### src/rtl/cordic_pkg.sv
// Shared CORDIC types: operation mode encoding and scheduler FSM states.
package cordic_pkg;

  typedef logic signed [1:0] mode_t;

  localparam mode_t HYPERBOLIC = -2'sd1;
  localparam mode_t LINEAR     = 2'sd0;
  localparam mode_t CIRCULAR   = 2'sd1;

  typedef enum logic {
    RUN   = 1'b0,
    DRAIN = 1'b1
  } state_t;

  // Requester id width; a single requester still needs one bit of storage.
  function automatic int id_width(input int n);
    return (n > 1) ? $clog2(n) : 1;
  endfunction

endpackage

### src/rtl/cordic_tag_fifo.sv
// Tag FIFO tracking in-flight CORDIC operations; pop data is the current head.
module cordic_tag_fifo #(
  parameter int WIDTH = 5,
  parameter int DEPTH = 64
) (
  input  logic             i_clk,
  input  logic             i_rst,
  input  logic             i_push,
  input  logic [WIDTH-1:0] i_push_data,
  input  logic             i_pop,
  output logic [WIDTH-1:0] o_pop_data,
  output logic             o_full,
  output logic             o_empty
);

  localparam int AW = $clog2(DEPTH);
  localparam logic [AW:0] FULL_CNT = (AW+1)'(DEPTH);

  logic [WIDTH-1:0] mem [DEPTH];
  logic [AW-1:0]    wr_ptr;
  logic [AW-1:0]    rd_ptr;
  logic [AW:0]      count;
  logic             push_ok;
  logic             pop_ok;

  assign push_ok    = i_push && !o_full;
  assign pop_ok     = i_pop && !o_empty;
  assign o_full     = (count == FULL_CNT);
  assign o_empty    = (count == '0);
  assign o_pop_data = mem[rd_ptr];

  always_ff @(posedge i_clk) begin
    if (push_ok) mem[wr_ptr] <= i_push_data;
  end

  always_ff @(posedge i_clk or posedge i_rst) begin
    if (i_rst) begin
      wr_ptr <= '0;
      rd_ptr <= '0;
      count  <= '0;
    end else begin
      if (push_ok) wr_ptr <= wr_ptr + 1'b1;
      if (pop_ok)  rd_ptr <= rd_ptr + 1'b1;
      case ({push_ok, pop_ok})
        2'b10:   count <= count + 1'b1;
        2'b01:   count <= count - 1'b1;
        default: count <= count;
      endcase
    end
  end

endmodule

### src/rtl/cordic_scheduler.sv
// Round-robin scheduler sharing one CORDIC pipeline among N_REQ requesters;
// tags travel alongside the pipeline in a FIFO so results return to their owner.
module cordic_scheduler
  import cordic_pkg::*;
#(
  parameter int N_REQ     = 4,
  parameter int BITS      = 33,
  parameter int LATENCY   = 32,
  parameter int TAG_DEPTH = 64
) (
  input  logic                       i_clk,
  input  logic                       i_rst,
  input  logic [N_REQ-1:0]           i_req_valid,
  output logic [N_REQ-1:0]           o_req_ready,
  input  logic [N_REQ-1:0][BITS-1:0] i_req_x,
  input  logic [N_REQ-1:0][BITS-1:0] i_req_y,
  input  logic [N_REQ-1:0][BITS-1:0] i_req_z,
  input  mode_t [N_REQ-1:0]          i_req_mode,
  input  logic [N_REQ-1:0]           i_req_rot_en,
  output logic                       o_cd_ready,
  output logic [BITS-1:0]            o_cd_x,
  output logic [BITS-1:0]            o_cd_y,
  output logic [BITS-1:0]            o_cd_z,
  output mode_t                      o_cd_mode,
  output logic                       o_cd_rot_en,
  input  logic                       i_cd_valid,
  input  logic [BITS-1:0]            i_cd_x,
  input  logic [BITS-1:0]            i_cd_y,
  input  logic [BITS-1:0]            i_cd_z,
  input  mode_t                      i_cd_mode,
  input  logic                       i_cd_rot_en,
  output logic [N_REQ-1:0]           o_rsp_valid,
  output logic [BITS-1:0]            o_rsp_x,
  output logic [BITS-1:0]            o_rsp_y,
  output logic [BITS-1:0]            o_rsp_z,
  output mode_t                      o_rsp_mode,
  output logic                       o_rsp_rot_en,
  input  logic                       i_drain,
  output logic                       o_drained,
  output logic                       o_busy,
  output logic                       o_err
);

  localparam int IDW  = id_width(N_REQ);
  localparam int TAGW = IDW + 3;
  // A FIFO shallower than the pipeline would throttle issue; round it up if so.
  localparam int FIFO_DEPTH = (TAG_DEPTH >= LATENCY + 2) ? TAG_DEPTH : 2 ** $clog2(LATENCY + 2);

  state_t          state;
  logic [IDW-1:0]  rr_ptr;
  logic [IDW-1:0]  cand;
  logic [IDW-1:0]  grant_id;
  logic            grant_vld;
  logic            can_grant;
  logic            fifo_full;
  logic            fifo_empty;
  logic            pop;
  logic [TAGW-1:0] push_tag;
  logic [TAGW-1:0] pop_tag;
  logic [IDW-1:0]  pop_id;
  mode_t           pop_mode;
  logic            pop_rot_en;
  logic [N_REQ-1:0] rsp_onehot;

  // Reset gates the grant so o_req_ready is low while i_rst is held.
  assign can_grant = !i_rst && (state == RUN) && !i_drain && !fifo_full;

  always_comb begin
    grant_vld = 1'b0;
    grant_id  = '0;
    cand      = '0;
    for (int i = 0; i < N_REQ; i++) begin
      cand = IDW'((int'(rr_ptr) + i) % N_REQ);
      if (!grant_vld && i_req_valid[cand]) begin
        grant_vld = 1'b1;
        grant_id  = cand;
      end
    end
    if (!can_grant) grant_vld = 1'b0;
  end

  always_comb begin
    o_req_ready = '0;
    for (int k = 0; k < N_REQ; k++) begin
      o_req_ready[k] = grant_vld && (grant_id == IDW'(k));
    end
  end

  always_ff @(posedge i_clk or posedge i_rst) begin
    if (i_rst) begin
      rr_ptr      <= '0;
      o_cd_ready  <= 1'b0;
      o_cd_x      <= '0;
      o_cd_y      <= '0;
      o_cd_z      <= '0;
      o_cd_mode   <= LINEAR;
      o_cd_rot_en <= 1'b0;
    end else begin
      o_cd_ready <= grant_vld;
      if (grant_vld) begin
        rr_ptr      <= (grant_id == IDW'(N_REQ - 1)) ? '0 : grant_id + 1'b1;
        o_cd_x      <= i_req_x[grant_id];
        o_cd_y      <= i_req_y[grant_id];
        o_cd_z      <= i_req_z[grant_id];
        o_cd_mode   <= i_req_mode[grant_id];
        o_cd_rot_en <= i_req_rot_en[grant_id];
      end
    end
  end

  assign push_tag = {grant_id, i_req_mode[grant_id], i_req_rot_en[grant_id]};
  assign pop      = i_cd_valid && !fifo_empty;

  cordic_tag_fifo #(
    .WIDTH (TAGW),
    .DEPTH (FIFO_DEPTH)
  ) u_tag_fifo (
    .i_clk       (i_clk),
    .i_rst       (i_rst),
    .i_push      (grant_vld),
    .i_push_data (push_tag),
    .i_pop       (pop),
    .o_pop_data  (pop_tag),
    .o_full      (fifo_full),
    .o_empty     (fifo_empty)
  );

  assign pop_id     = pop_tag[TAGW-1:3];
  assign pop_mode   = mode_t'(pop_tag[2:1]);
  assign pop_rot_en = pop_tag[0];

  always_comb begin
    rsp_onehot = '0;
    for (int k = 0; k < N_REQ; k++) begin
      rsp_onehot[k] = (pop_id == IDW'(k));
    end
  end

  // A result with no tag is dropped; a tag/result disagreement is still delivered.
  always_ff @(posedge i_clk or posedge i_rst) begin
    if (i_rst) begin
      o_rsp_valid  <= '0;
      o_rsp_x      <= '0;
      o_rsp_y      <= '0;
      o_rsp_z      <= '0;
      o_rsp_mode   <= LINEAR;
      o_rsp_rot_en <= 1'b0;
      o_err        <= 1'b0;
    end else begin
      o_rsp_valid <= '0;
      if (pop) begin
        o_rsp_valid  <= rsp_onehot;
        o_rsp_x      <= i_cd_x;
        o_rsp_y      <= i_cd_y;
        o_rsp_z      <= i_cd_z;
        o_rsp_mode   <= i_cd_mode;
        o_rsp_rot_en <= i_cd_rot_en;
        if ((i_cd_mode != pop_mode) || (i_cd_rot_en != pop_rot_en)) o_err <= 1'b1;
      end else if (i_cd_valid) begin
        o_err <= 1'b1;
      end
    end
  end

  // state | meaning
  // RUN   | grants allowed ; DRAIN | no new grants, in-flight work completes
  always_ff @(posedge i_clk or posedge i_rst) begin
    if (i_rst) begin
      state <= RUN;
    end else begin
      case (state)
        RUN:     if (i_drain)  state <= DRAIN;
        DRAIN:   if (!i_drain) state <= RUN;
        default: state <= RUN;
      endcase
    end
  end

  assign o_drained = (state == DRAIN) && fifo_empty && !o_cd_ready && (o_rsp_valid == '0);
  assign o_busy    = !fifo_empty || o_cd_ready || (o_rsp_valid != '0);

endmodule

### config.mk
export PLATFORM = sky130hd
export DESIGN_NAME = cordic_scheduler
export DESIGN_NICKNAME = d
export VERILOG_FILES = /design/src/rtl/cordic_pkg.sv /design/src/rtl/cordic_tag_fifo.sv /design/src/rtl/cordic_scheduler.sv
export SDC_FILE = /design/constraint.sdc
export NUM_CORES = 1
export LEC_CHECK = 0
export CORE_AREA = 2 2 288 290
export CTS_BUF_LIST = sky130_fd_sc_hd__clkbuf_16
export CTS_CLUSTER_DIAMETER = 50
export CTS_CLUSTER_SIZE = 14
export DETAILED_ROUTE_END_ITERATION = 10
export DIE_AREA = 0 0 290 292
export PLACE_DENSITY = 0.57
export SLEW_MARGIN = 20
export SYNTH_ARGS = -nofsm -noshare
export SYNTH_HDL_FRONTEND = slang
export SYNTH_HIERARCHICAL = 1
export SYNTH_SLANG_ARGS = --single-unit
### constraint.sdc
create_clock -name i_clk -period 8.4 [get_ports i_clk]
set_input_delay 1.68 -clock i_clk [delete_from_list [all_inputs] [get_ports i_clk]]
set_output_delay 1.68 -clock i_clk [all_outputs]
set_load 0.02 [all_outputs]
## Word level (Yosys, flattened, before mapping)

Memories as Yosys holds them, arrays and structs flattened.
Index checks and enable logic that the tools add are counted.

- Register bits after elaboration: 232
- Memory bits (writable): 320
- Output and inout bits: 216
- Memories kept: 1

- Add/subtract/negate cells: 8
- Magnitude comparators: 5
- Equal/unequal tests: 12
- Muxes and demuxes: 36
- Bitwise operators: 1
- Reductions and logical operators: 35

Memories:

| memory | depth | width | rd ports | clocked after Yosys merged registers in | wr ports | RTL line | RTL |
|---|---|---|---|---|---|---|---|
| u_tag_fifo.mem | 64 | 5 | 1 | 0 | 1 | cordic_tag_fifo.sv:19 | `logic [WIDTH-1:0] mem [DEPTH];` |

Operator list:

| kind | number |
|---|---|
| binary-select mux 33 bit (select 2 bit) | 3 |
| 2-to-1 mux 33 bit | 3 |
| logical AND 1 bit | 16 |
| 2-to-1 mux 1 bit | 16 |
| less-than comparator 2 x 3 -> 1 bit, second input constant | 5 |
| one-hot mux 7 bit (2 select lines) | 1 |
| adder 6 x 1 -> 6 bit, second input constant | 2 |
| 2-to-1 mux 2 bit | 6 |
| binary-select mux 1 bit (select 2 bit) | 5 |
| == test 2 bit, second input constant | 5 |
| zero test 1 bit | 8 |
| adder 7 x 1 -> 7 bit, second input constant | 1 |
| == test 7 bit, second input constant | 1 |
| zero test 7 bit | 1 |
| subtractor 7 x 1 -> 7 bit, second input constant | 1 |
| == test 2 x 1 -> 1 bit, second input constant | 3 |
| adder 2 x 1 -> 2 bit, second input constant | 2 |
| adder 2 bit, second input constant | 2 |
| binary-select mux 2 bit (select 2 bit) | 1 |
| zero test 2 bit | 2 |
| zero test 4 bit | 1 |
| 2-to-1 mux 4 bit | 1 |
| nonzero test 2 bit | 2 |
| nonzero test 4 bit | 1 |
| other kinds (6) | 8 |

## Depth between registers and ports, before layout

- Depth after elaboration: 16
- Gate-level depth with buffers: 18

## Modules after synthesis

Netlist, hierarchy kept.

By module, submodules not included:

| module | instances | cells each | area an instance (µm²) |
|---|---|---|---|
| cordic_tag_fifo | 1 | 737 | 13651.8 |
| cordic_scheduler | 1 | 1308 | 11452.2 |

## Least setup slack after synthesis

OpenSTA, ideal clock, no wires.

- Path type: in2reg
- Start: in i_req_valid[1]
- End: mem u_tag_fifo.mem[0][0] (data pin)
- Arrival: 5.704 ns
- Path slack: 2.133 ns
- Stages: 6
- Path through: buf_2 a21boi_1 o221ai_4 inv_2 clkbuf_1 mux2i_1

- Cells in the longest elaborated chain, start to end: 14

RTL lines:

| element | RTL line | RTL |
|---|---|---|
| start: declaration | cordic_scheduler.sv:13 | `input logic [N_REQ-1:0] i_req_valid,` |
| binary-select mux 1 bit (select 2 bit) | cordic_scheduler.sv:74 | `if (!grant_vld && i_req_valid[cand]) begin` |
| 2-to-1 mux 1 bit (implied by the code) | cordic_scheduler.sv:74 |  |
| 2-to-1 mux 1 bit | cordic_scheduler.sv:74 |  |
| zero test 1 bit | cordic_scheduler.sv:74 |  |
| logical AND 1 bit | cordic_scheduler.sv:74 |  |
| 2-to-1 mux 1 bit | cordic_scheduler.sv:74 |  |
| zero test 1 bit | cordic_scheduler.sv:74 |  |
| logical AND 1 bit | cordic_scheduler.sv:74 |  |
| 2-to-1 mux 1 bit | cordic_scheduler.sv:74 |  |
| zero test 1 bit | cordic_scheduler.sv:74 |  |
| logical AND 1 bit | cordic_scheduler.sv:74 |  |
| 2-to-1 mux 2 bit (*) | cordic_scheduler.sv:74 |  |
| net grant_id[0] | cordic_scheduler.sv:52 | `logic [IDW-1:0] grant_id;` |
| binary-select mux 1 bit (select 2 bit) (*) | cordic_scheduler.sv:111 | `assign push_tag = {grant_id, i_req_mode[grant_id], i_req_rot_en[grant_id]};` |
| 2-to-1 mux 1 bit (implied by the code) (*) | cordic_scheduler.sv:111 |  |
| net push_tag[0] | cordic_scheduler.sv:58 | `logic [TAGW-1:0] push_tag;` |
| end: declaration | cordic_tag_fifo.sv:19 |  |

Mark *: on every way through the listed nets, which the timed path passes. The rest lies on a longest branch. The select of a mux whose other input is x is not followed.

## Final worst setup path

- Start: in i_req_valid[1]
- End: out o_req_ready[3]

- Cells in the longest elaborated chain, start to end: 14

RTL lines:

| element | RTL line | RTL |
|---|---|---|
| binary-select mux 1 bit (select 2 bit) | cordic_scheduler.sv:74 |  |
| 2-to-1 mux 1 bit (implied by the code) | cordic_scheduler.sv:74 |  |
| 2-to-1 mux 1 bit | cordic_scheduler.sv:74 |  |
| zero test 1 bit | cordic_scheduler.sv:74 |  |
| logical AND 1 bit | cordic_scheduler.sv:74 |  |
| 2-to-1 mux 1 bit | cordic_scheduler.sv:74 |  |
| zero test 1 bit | cordic_scheduler.sv:74 |  |
| logical AND 1 bit | cordic_scheduler.sv:74 |  |
| 2-to-1 mux 1 bit | cordic_scheduler.sv:74 |  |
| zero test 1 bit | cordic_scheduler.sv:74 |  |
| logical AND 1 bit | cordic_scheduler.sv:74 |  |
| 2-to-1 mux 2 bit / 2-to-1 mux 1 bit (equally long branches) | cordic_scheduler.sv:74 |  |
| == test 2 bit / 2-to-1 mux 1 bit (equally long branches) | cordic_scheduler.sv:85, cordic_scheduler.sv:79 |  |
| logical AND 1 bit (*) | cordic_scheduler.sv:85 | `o_req_ready[k] = grant_vld && (grant_id == IDW'(k));` |
| end: declaration | cordic_scheduler.sv:14 | `output logic [N_REQ-1:0] o_req_ready,` |

Every way passes the cells marked *; elsewhere a longest branch is shown, timed or not. The select of a mux whose other input is x is not followed.

==> flow_metrics.py <==
metrics = {
    "outcome": {
        "outcome": "finished, final reports clean",
    },
    "clock_network": {
        "clock_sinks": 552,
        "htreeDepth": 3,
        "clk_latency_ns": 0.64,
        "cts_buffer_depth": 3,
        "root_buffer": "clkbuf_16",
        "postCtsResizedCells": 0,
        "cts_hold_buffers": 0,
        "postCtsSetupBuffers": 0,
        "cts_buffers": 80,
        "clk_pin_slew_ns": 0.05,
        "cts_tree": "done",
    },
    "power_and_ir_drop": {
        "power_density_nw_per_um2": 299,
        "switchingPower_mw": 3.99,
        "power_frac_comb_pct": 34.4,
        "intPower_mw": 6.85,
        "pwr-share-clk_pct": 31.8,
        "p_leak_nw": 13.7,
        "p_seq_share_pct": 33.9,
        "switching_share_pct": 36.8,
        "ir_worst_vdd_uv": 157,
    },
    "synth": {
        "yosysUniqueCellTypes": 62,
        "yosysTopAreaCell": "edfxtp_1",
        "async_flop_share_pct": 42.0,
        "ys_ff_latch": 552,
        "synth_top_area_share_pct": 38.3,
        "ys.flop_type": "edfxtp_1",
        "ys_top_cells_by_area": "edfxtp_1 (38%), dfrtp_1 (23%), mux4_2 (5.6%)",
        "synth.net_count": 2572,
        "yosysWarningCount": 6,
        "seq_area_frac_synth_pct": 61.4,
        "synth_edf_count": 320,
        "synthCells": 2045,
        "avgSynthCellArea_um2": 12.3,
        "syn_area_um2": 25100,
    },
    "detailed_routing": {
        "wl_mm": 111,
        "drtIter0Drc": 1937,
        "drc": 0,
        "wl_per_cell_um": 28.6,
        "firstDrtPassIters": 5,
        "postRouteAntennaNets": 0,
        "routed_via_density": 5.32,
        "vias": 20600,
    },
    "timing": {
        "min_period_over_period_pct": 79.1,
        "finalCriticalPeriod_ns": 6.64,
        "skew_ns": 0.0261,
        "max_slew_margin_pct": 23.2,
        "rsz0062_at_grt": "no",
        "hold_viol_final": 0,
        "tns_ns": 0,
        "holdWs_ns": 0.472,
        "setup_viol": 0,
        "worst_pin_slew_ns": 1.15,
        "max_freq_mhz": 151,
        "slew_violations": 0,
    },
    "grt": {
        "grt_max_degree": 120,
        "grt_pass1_vias": 20800,
        "grt_pass1_wl_mm": 155,
        "grt_util_all_layers_pct": 25.4,
        "antenna_found_initial": 22,
        "grt-ovfl-total": 0,
    },
    "setup_path": {
        "worstPathRequired_ns": 6.72,
        "reg2reg_depth": 13,
        "cp_data_arrival_time_ns": 4.96,
        "critical_path.max_fanout": 19,
        "r2r-end": "u_tag_fifo/mem[43][1]$_DFFE_PP_",
        "worstSetupEndpointType": "output port",
        "worstReg2RegStart": "u_tag_fifo/count[0]$_DFFE_PP0P_",
        "criticalPathCategory": "in -> out",
        "crit_path_end": "o_req_ready[3]",
        "reg2reg_slack_ns": 3.67,
        "cp-start-kind": "input pin",
        "cp-startpoint": "i_req_valid[1]",
    },
    "cells_and_area": {
        "area_delta_synth_final_pct": 44.3,
        "fin_cells": 3876,
        "postLayoutCoreUtil_pct": 44.4,
        "fin_nets": 3257,
        "final_common_cell": "clkdlybuf4s50_1",
        "layout-drive-gt1-share_pct": 11.5,
        "mostFrequentLayoutCells": "clkdlybuf4s50_1 (733), nand2_1 (337), edfxtp_1 (320)",
        "fill_cells": 7396,
    },
    "floorplanning": {
        "die_y_um": 292,
        "ioPinCount": 734,
        "die_w_um": 290,
        "initial_utilization_pct": 30.8,
        "core_area_um2": 81600,
        "fp.dieArea_um2": 84700,
        "fp-row-count": 105,
    },
    "place": {
        "port-buffer-count": 733,
        "dpl.cell_count": 3717,
        "place.gp.congestion": 0.927,
        "dp_hpwl_mm": 81.2,
    },
    "job": {
        "drv_cap": 0,
    },
    "min_path": {
        "hp-class": "reg -> reg",
    },
}
[through the flow]
stage | setup WS [ns] | cell area [um2] | power, mW
6_report | 1.76 | 36200 | 10.8
5_1_grt | 1.68 | 36200 | 11.3
4_1_cts | 1.77 | 36200 | 10.9
3_5_place_dp | 1.79 | 33400 | 7.42
3_3_place_gp | 1.83 | 33400 | 7.39
2_1_floorplan | 0.897 | 25100 | 5.68
[power groups by stage]
stage,logic [mW],clock network (mW),registers [mW]
floorplan,1.80,0,3.88
global placement,3.68,0,3.70
detailed placement,3.71,0,3.71
CTS,3.73,3.52,3.67
global route,3.95,3.63,3.72
finish,3.73,3.44,3.67
[routing by layer]
metal	global-route usage, %	wire (um)	part of all wire (%)
met4	10.3	4590	4.1
met1	33.4	45300	41
met5	0	100	0.090
met2	38.5	49500	45
met3	8.68	11200	10
[cells by family (layout without fill, tap and decap cells)]
family | count (synthesis) | count (layout) | synth area share, %
simple gates | 680 | 680 | 11.4
flops | 552 | 552 | 61.4
compound gates | 488 | 488 | 14.7
buf+inv | 171 | 923 | 3.20
mux | 129 | 129 | 8.24
xor+xnor | 16 | 16 | 0.558
fa+ha+maj | 9 | 9 | 0.478
other cells | 0 | 9 | 0
[worst min path at each step]
stage                                    start                              end  slack [ns]  depth (start not counted)
2_1_floorplan  u_tag_fifo/count[4]$_DFFE_PP0P_  u_tag_fifo/count[4]$_DFFE_PP0P_        0.48                          2
3_3_place_gp                 o_err$_DFFE_PP0P_                o_err$_DFFE_PP0P_        0.45                          1
3_5_place_dp           o_rsp_y[14]$_DFFE_PP0P_          o_rsp_y[14]$_DFFE_PP0P_        0.46                          2
4_1_cts                o_rsp_y[14]$_DFFE_PP0P_          o_rsp_y[14]$_DFFE_PP0P_        0.47                          2
5_1_grt                o_rsp_x[12]$_DFFE_PP0P_          o_rsp_x[12]$_DFFE_PP0P_        0.50                          2
6_report               o_rsp_y[14]$_DFFE_PP0P_          o_rsp_y[14]$_DFFE_PP0P_        0.47                          2
[sequential cells by signal, indices dropped and copies added (netlist names), 2 cells and up]
| register | cells |
|---|---|
| o_rsp_mode | 2 |
| o_rsp_z | 33 |
| o_rsp_valid | 4 |
| o_rsp_y | 33 |
| u_tag_fifo/mem | 320 |
| o_cd_mode | 2 |
| u_tag_fifo/count | 7 |
| o_cd_y | 33 |
| u_tag_fifo/rd_ptr | 6 |
| o_cd_z | 33 |
| o_rsp_x | 33 |
| u_tag_fifo/wr_ptr | 6 |
| o_cd_x | 33 |
| rr_ptr | 2 |
[worst max-delay path, stage by stage]
cell	delay, ns
clkdlybuf4s50_1	0.74
a21boi_1	0.32
o221ai_4	0.41
inv_4	0.15
nand2_1	0.16
nor3_1	0.72
clkdlybuf4s50_1	0.77
[cell usage after synthesis, drive strengths merged, types with 3 or more instances]
| master | number |
|---|---|
| nand2 | 337 |
| edfxtp | 320 |
| dfrtp | 232 |
| nor2 | 181 |
| o21ai | 121 |
| nand3 | 107 |
| a21o | 101 |
| a21oi | 101 |
| a221oi | 99 |
| clkbuf | 95 |
| mux2i | 66 |
| mux4 | 62 |
| buf | 61 |
| o22ai | 19 |
| a211oi | 17 |
| inv | 14 |
| nor2b | 10 |
| xnor2 | 10 |
| ha | 8 |
| a22oi | 6 |
| nand3b | 6 |
| nor3 | 6 |
| xor2 | 6 |
| nand2b | 5 |
| nor4 | 5 |
| o21a | 4 |
| o221ai | 4 |
| or3b | 4 |
| and2 | 3 |
| and4 | 3 |
| o41ai | 3 |
| or2 | 3 |
| or3 | 3 |
[layout make-up]
type / instances / area [um2] / share of cell area (%)
multi-input cells: 1322 / 8990 / 24.8
well taps: 1070 / 1340 / 3.70
flip-flops and latches: 552 / 15400 / 42.6
clock buffers: 80 / 2000 / 5.53
inverters: 15 / 70.1 / 0.193
diodes: 9 / 22.5 / 0.0622
repair buffers: 759 / 7580 / 20.9
clock inverters: 69 / 786 / 2.17
No activity file was read; power rests on OpenSTA's default activity.
